**src/rtl/input_cond_pkg.sv**
```systemverilog
// -----------------------------------------------------------------------------
// input_cond_pkg
//   Shared constants and helpers for the input_conditioner slice.
//   - N_CH          : number of conditioned channels (x1, x2, x3)
//   - CH_X1..CH_X3  : channel index of each output inside the channel vectors
//   - DEBOUNCE_CYCLES_DEFAULT / CNT_W_DEFAULT : default filter configuration
//   - GLITCH_W      : width of the optional aborted-bounce counter
//   Helpers: count_set (popcount of a channel vector) and sat_add (saturating
//   add used by the optional glitch counter).
// -----------------------------------------------------------------------------
package input_cond_pkg;

  localparam int N_CH                    = 3;
  localparam int DEBOUNCE_CYCLES_DEFAULT = 4;
  localparam int CNT_W_DEFAULT           = 16;
  localparam int GLITCH_W                = 8;

  localparam int CH_X1 = 0;
  localparam int CH_X2 = 1;
  localparam int CH_X3 = 2;

  // Number of set bits in a per-channel vector (0..N_CH fits in 2 bits).
  function automatic logic [1:0] count_set(input logic [N_CH-1:0] v);
    logic [1:0] n;
    n = '0;
    for (int i = 0; i < N_CH; i++) begin
      n = n + {1'b0, v[i]};
    end
    return n;
  endfunction

  // a + b, clamped at the all-ones value instead of wrapping.
  function automatic logic [GLITCH_W-1:0] sat_add(input logic [GLITCH_W-1:0] a,
                                                  input logic [1:0]          b);
    logic [GLITCH_W:0] s;
    s = {1'b0, a} + {{(GLITCH_W-1){1'b0}}, b};
    return s[GLITCH_W] ? {GLITCH_W{1'b1}} : s[GLITCH_W-1:0];
  endfunction

endpackage

```
**src/rtl/debounce_ch.sv**
```systemverilog
// -----------------------------------------------------------------------------
// debounce_ch
//   One conditioned channel: 2-flop synchroniser followed by a debounce filter.
//   The filtered bit x only follows the synchronised input after it has
//   disagreed with x for DEBOUNCE_CYCLES consecutive enabled clocks.
//
// Ports
//   clk   in   system clock, all state on rising edge
//   rst   in   asynchronous active-high reset
//   en    in   filter enable; 0 holds counter and x (synchroniser keeps running)
//   raw   in   asynchronous raw input
//   x     out  filtered level (registered)
//   chg   out  one-cycle strobe, high in the cycle the new x is visible
//   abort out  combinational: a pending count is being discarded this cycle
//
// Parameters
//   DEBOUNCE_CYCLES  qualification length, legal range 2 .. 2**CNT_W-1
//   CNT_W            counter width
// -----------------------------------------------------------------------------
module debounce_ch
  import input_cond_pkg::*;
#(
  parameter int DEBOUNCE_CYCLES = DEBOUNCE_CYCLES_DEFAULT,
  parameter int CNT_W           = CNT_W_DEFAULT
) (
  input  logic clk,
  input  logic rst,
  input  logic en,
  input  logic raw,
  output logic x,
  output logic chg,
  output logic abort
);

  // Counter value at which the next disagreeing sample qualifies; the counter
  // never goes past it, so it cannot wrap.
  localparam logic [CNT_W-1:0] CNT_LAST = CNT_W'(DEBOUNCE_CYCLES - 1);

  logic             s1;
  logic             s2;
  logic [CNT_W-1:0] cnt;

  // Synchroniser: free-running, independent of en.
  always_ff @(posedge clk or posedge rst) begin
    if (rst) begin
      s1 <= 1'b0;
      s2 <= 1'b0;
    end else begin
      s1 <= raw;
      s2 <= s1;
    end
  end

  // Debounce filter. Only s2 is looked at; s1 may still be metastable.
  always_ff @(posedge clk or posedge rst) begin
    if (rst) begin
      cnt <= '0;
      x   <= 1'b0;
      chg <= 1'b0;
    end else if (!en) begin
      chg <= 1'b0;
    end else if (s2 == x) begin
      cnt <= '0;
      chg <= 1'b0;
    end else if (cnt == CNT_LAST) begin
      x   <= s2;
      cnt <= '0;
      chg <= 1'b1;
    end else begin
      cnt <= cnt + CNT_W'(1);
      chg <= 1'b0;
    end
  end

  // A non-zero count with the input back at x means a bounce is being thrown
  // away in this clock.
  assign abort = en & (cnt != '0) & (s2 == x);

endmodule

```
**src/rtl/input_conditioner.sv**
```systemverilog
// -----------------------------------------------------------------------------
// input_conditioner
//   Produces clean x1/x2/x3 for the downstream registered AND/OR stage from
//   three raw asynchronous, possibly bouncing, inputs. Each channel is a
//   debounce_ch instance (synchroniser + filter); channels are independent.
//
// Ports
//   clk        in   system clock
//   rst        in   asynchronous active-high reset
//   en         in   filter enable (0 freezes filter state, forces x_chg=0)
//   raw_x1..3  in   asynchronous raw channels 0..2
//   x1..x3     out  filtered channels (registered)
//   x_chg[2:0] out  one-cycle change strobes, bit0=x1, bit1=x2, bit2=x3
//
// Optional feature, macro INPUT_COND_GLITCH_CNT_EN:
//   glitch_clr     in   synchronous clear of glitch_cnt (wins over increment)
//   glitch_cnt[7:0] out saturating count of aborted pending debounces
// -----------------------------------------------------------------------------
module input_conditioner
  import input_cond_pkg::*;
#(
  parameter int DEBOUNCE_CYCLES = DEBOUNCE_CYCLES_DEFAULT,
  parameter int CNT_W           = CNT_W_DEFAULT
) (
  input  logic            clk,
  input  logic            rst,
  input  logic            en,
  input  logic            raw_x1,
  input  logic            raw_x2,
  input  logic            raw_x3,
  output logic            x1,
  output logic            x2,
  output logic            x3,
  output logic [N_CH-1:0] x_chg
`ifdef INPUT_COND_GLITCH_CNT_EN
  ,
  input  logic                glitch_clr,
  output logic [GLITCH_W-1:0] glitch_cnt
`endif
);

  logic [N_CH-1:0] raw_vec;
  logic [N_CH-1:0] x_vec;
  logic [N_CH-1:0] chg_vec;
  logic [N_CH-1:0] abort_vec;

  assign raw_vec[CH_X1] = raw_x1;
  assign raw_vec[CH_X2] = raw_x2;
  assign raw_vec[CH_X3] = raw_x3;

  for (genvar i = 0; i < N_CH; i++) begin : g_ch
    debounce_ch #(
      .DEBOUNCE_CYCLES (DEBOUNCE_CYCLES),
      .CNT_W           (CNT_W)
    ) u_ch (
      .clk   (clk),
      .rst   (rst),
      .en    (en),
      .raw   (raw_vec[i]),
      .x     (x_vec[i]),
      .chg   (chg_vec[i]),
      .abort (abort_vec[i])
    );
  end

  assign x1    = x_vec[CH_X1];
  assign x2    = x_vec[CH_X2];
  assign x3    = x_vec[CH_X3];
  assign x_chg = chg_vec;

`ifdef INPUT_COND_GLITCH_CNT_EN
  // Several channels can abort in the same clock, so add the popcount.
  always_ff @(posedge clk or posedge rst) begin
    if (rst) begin
      glitch_cnt <= '0;
    end else if (glitch_clr) begin
      glitch_cnt <= '0;
    end else begin
      glitch_cnt <= sat_add(glitch_cnt, count_set(abort_vec));
    end
  end
`else
  // Abort flags have no consumer without the glitch counter.
  logic unused_abort;
  assign unused_abort = ^abort_vec;
`endif

endmodule

```
**config.mk**
```make
export PLATFORM = sky130hd
export DESIGN_NAME = input_conditioner
export DESIGN_NICKNAME = d
export VERILOG_FILES = /design/src/rtl/input_cond_pkg.sv /design/src/rtl/debounce_ch.sv /design/src/rtl/input_conditioner.sv
export SDC_FILE = /design/constraint.sdc
export NUM_CORES = 1
export LEC_CHECK = 0
export ABC_AREA = 1
export CORE_UTILIZATION = 38
export CTS_BUF_LIST = sky130_fd_sc_hd__clkbuf_4
export DETAILED_ROUTE_END_ITERATION = 6
export PLACE_DENSITY = 0.53
export SYNTH_ARGS = -nofsm -noshare
export SYNTH_HDL_FRONTEND = slang
export SYNTH_SLANG_ARGS = --single-unit
```
**constraint.sdc**
```tcl
create_clock -name clk -period 2.1 [get_ports clk]
set_input_delay 0.42 -clock clk [delete_from_list [all_inputs] [get_ports clk]]
set_output_delay 0.42 -clock clk [all_outputs]
set_load 0.01 [all_outputs]
```
==> results.json <==
{
  "status": "complete, no violations",
  "hold_viol_final": 0,
  "crit_path_top_delay_cell": "clkdlybuf4s50_1",
  "diodes": 0,
  "firstDrtPassIters": 4,
  "drc": 0,
  "dp_hpwl_um": 5570,
  "drive_above_1_share_pct": 9.33,
  "synth_seq_cells": 60,
  "synth_area_per_cell_um2": 7.32,
  "syn-num-nets": 478,
  "via_per_inst": 4.85,
  "cp.arrival_ps": 1360,
  "nets": 497,
  "netlist_area_mm2": 0.00343,
  "grt_remaining_overflow": 0,
  "cpLargestDelayFamily": "buffers and inverters",
  "ys_dominant_reg_cell": "dfrtp_1",
  "use_met3_pct": 3.47,
  "leakagePower_uw": 0.00173,
  "clock-root-buffer": "clkbuf_4",
  "cpPeakStageDelay_ps": 550,
  "crit_path_max_fanout": 4,
  "critPathCaptureType": "output port",
  "path_class": "reg -> out",
  "finalCritPeriodShare_pct": 84.7,
  "grt_usage_pct": 17.9,
  "regToRegEndpoint": "g_ch[2].u_ch.cnt[12]",
  "slew_headroom_pct": 74.2,
  "p_total_uw": 2570,
  "gp_congestion": 0.890,
  "rsz0062_at_grt": "no",
  "vias": 2917,
  "ys_warn_count": 0,
  "hold_class": "in -> async",
  "htreeDepth": 3,
  "die-area_mm2": 0.00941,
  "grt_start_max_net_pins": 31,
  "setup.worst_path.start_class": "flop",
  "clk_pin_slew_ps": 110,
  "wl_um": 7450,
  "port_buffers": 11,
  "worst_clock_skew_ps": 12.0,
  "ir_drop_v": 0.000188,
  "cp_cell_sequence": "clkdlybuf4s50_1",
  "cts_tree": "yes",
  "clk_latency_ps": 410,
  "crit_buf_inv": 1,
  "critPathRequiredTime_ps": 1680,
  "worstReg2RegStart": "g_ch[2].u_ch.cnt[0]",
  "gr-max-usage-layer": "met2",
  "antenna_found_initial": 0,
  "cts-hold-fix-buffers": 0,
  "die_y_um": 97.0,
  "cts_buffers": 9,
  "yosys-top-cells-area": "dfrtp_1 44%, nand2_1 14%, nand3_1 6.7%",
  "areaGrowthSynthToFinish_pct": 9.88,
  "postRouteAntennaNets": 0,
  "worst-r2r-cell-count": 6,
  "rrSetupSlack_ps": 530,
  "ios": 12,
  "synth_cells": 469,
  "clockBufferDepth": 2,
  "ctsResizeCount": 0,
  "min_period_ps": 1780,
  "setup_tns_ps": 0,
  "grtUsageMet1_pct": 24.5,
  "drtIter0Drc": 139,
  "wl_per_cell_um": 12.4,
  "synth_most_common_cell": "nand2_1",
  "grtUsageMet2_pct": 27.1,
  "start_util_pct": 39.3,
  "synth_edf_count": 0,
  "die_x_um": 97.0,
  "setup_viol": 0,
  "power_density_mw_per_mm2": 683,
  "cts_setup_buffers": 0,
  "synthArstFlopShare_pct": 100,
  "netlist.area_leader.share_pct": 43.8,
  "synth_common_cells": "130 x nand2_1, 60 x dfrtp_1, 60 x nor2_1",
  "synth.yosys.seq_area_share_pct": 43.8,
  "drv_cap": 0,
  "clkSinkCount": 60,
  "ys_types": 27,
  "grt_pass1_wl_um": 13500,
  "core_area_mm2": 0.00872,
  "num_rows": 34,
  "drv_slew": 0,
  "max_freq_mhz": 562,
  "worstMarginPinSlew_ps": 384,
  "synth_top_area_cell": "dfrtp_1",
  "grt_pass1_vias": 2903
}
## kinds of logic (layout without fill, tap and decap cells)
family                     after synthesis  count (layout)  synth area share [%]
AOI/OAI and AO/OA                       39              39                  6.60
adders and majority gates                3               3                  1.09
buffers and inverters                   72              96                  9.01
xor gates and xnor gates                16              16                  4.08
DFF                                     60              60                  43.8
and+or+nand+nor                        279             279                  35.4
## power by group
| part | total [uW] | switching (uW) | internal [uW] |
|---|---|---|---|
| sequential | 1360 | 105 | 1260 |
| clock | 663 | 438 | 225 |
| combinational | 550 | 333 | 217 |
| total | 2570 | 876 | 1700 |
## placed cells by master, fill, tap and decap left out, drive strengths merged
cell,synthesis,routed
nand2,138,138
nor2,69,69
dfrtp,60,60
inv,60,60
nand3,46,46
o21ai,19,19
xor2,15,15
nand4,14,14
o22ai,12,12
clkdlybuf4s50,0,11
nor3,10,10
clkbuf,0,9
buf,11,8
clkinv,1,7
o21bai,4,4
a21oi,3,3
ha,3,3
nor4,1,1
xnor2,1,1
a21boi,1,1
nand3b,1,1
clkinvlp,0,1
## registers in the layout (all words and copies together), names as in the netlist
name,flops
g_ch.u_ch.chg,3
g_ch.u_ch.cnt,48
g_ch.u_ch.s1,3
g_ch.u_ch.s2,3
g_ch.u_ch.x,3
## final cells by class
| type | instances | area [um^2] |
|---|---|---|
| repair buffers | 19 | 183 |
| inverters | 61 | 229 |
| multi-input cells | 337 | 1620 |
| fillers | 888 | 4950 |
| clock buffers | 9 | 67.6 |
| flip-flops and latches | 60 | 1500 |
| well taps | 108 | 135 |
| clock inverters | 7 | 33.8 |
## worst max-delay path by stage
stage	from	end	slack, ps	depth (start not counted)
after floorplan	rst	g_ch[0].u_ch.chg	200	1
after global placement	en	g_ch[1].u_ch.cnt[14]	290	8
after detailed placement	en	g_ch[1].u_ch.cnt[14]	250	7
after CTS	g_ch[0].u_ch.x	x1	280	1
after global routing	g_ch[2].u_ch.x	x3	240	1
final	g_ch[0].u_ch.x	x1	320	1
## through the flow
| step | setup slack [ps] | utilization, % | area, um^2 | cells | hold WS (ps) |
|---|---|---|---|---|---|
| 2_1_floorplan | 195 | - | 3430 | 469 | 331 |
| 3_3_place_gp | 294 | 42.1 | 3670 | 585 | 333 |
| 3_5_place_dp | 252 | 42.1 | 3670 | 585 | 336 |
| 4_1_cts | 282 | 43.2 | 3770 | 601 | 204 |
| 5_1_grt | 239 | 43.2 | 3770 | 601 | 209 |
| 6_report | 321 | 43.2 | 3770 | 601 | 218 |
## per-layer routing
layer / share of wire, % / up-vias / wire, um
met4: 1.5 / 0 / 114
li1: - / 1537 / -
met5: 0 / - / 0
met2: 45 / 41 / 3340
met3: 3.3 / 11 / 247
met1: 50 / 1328 / 3750
Power figures use the tool's default switching activity.
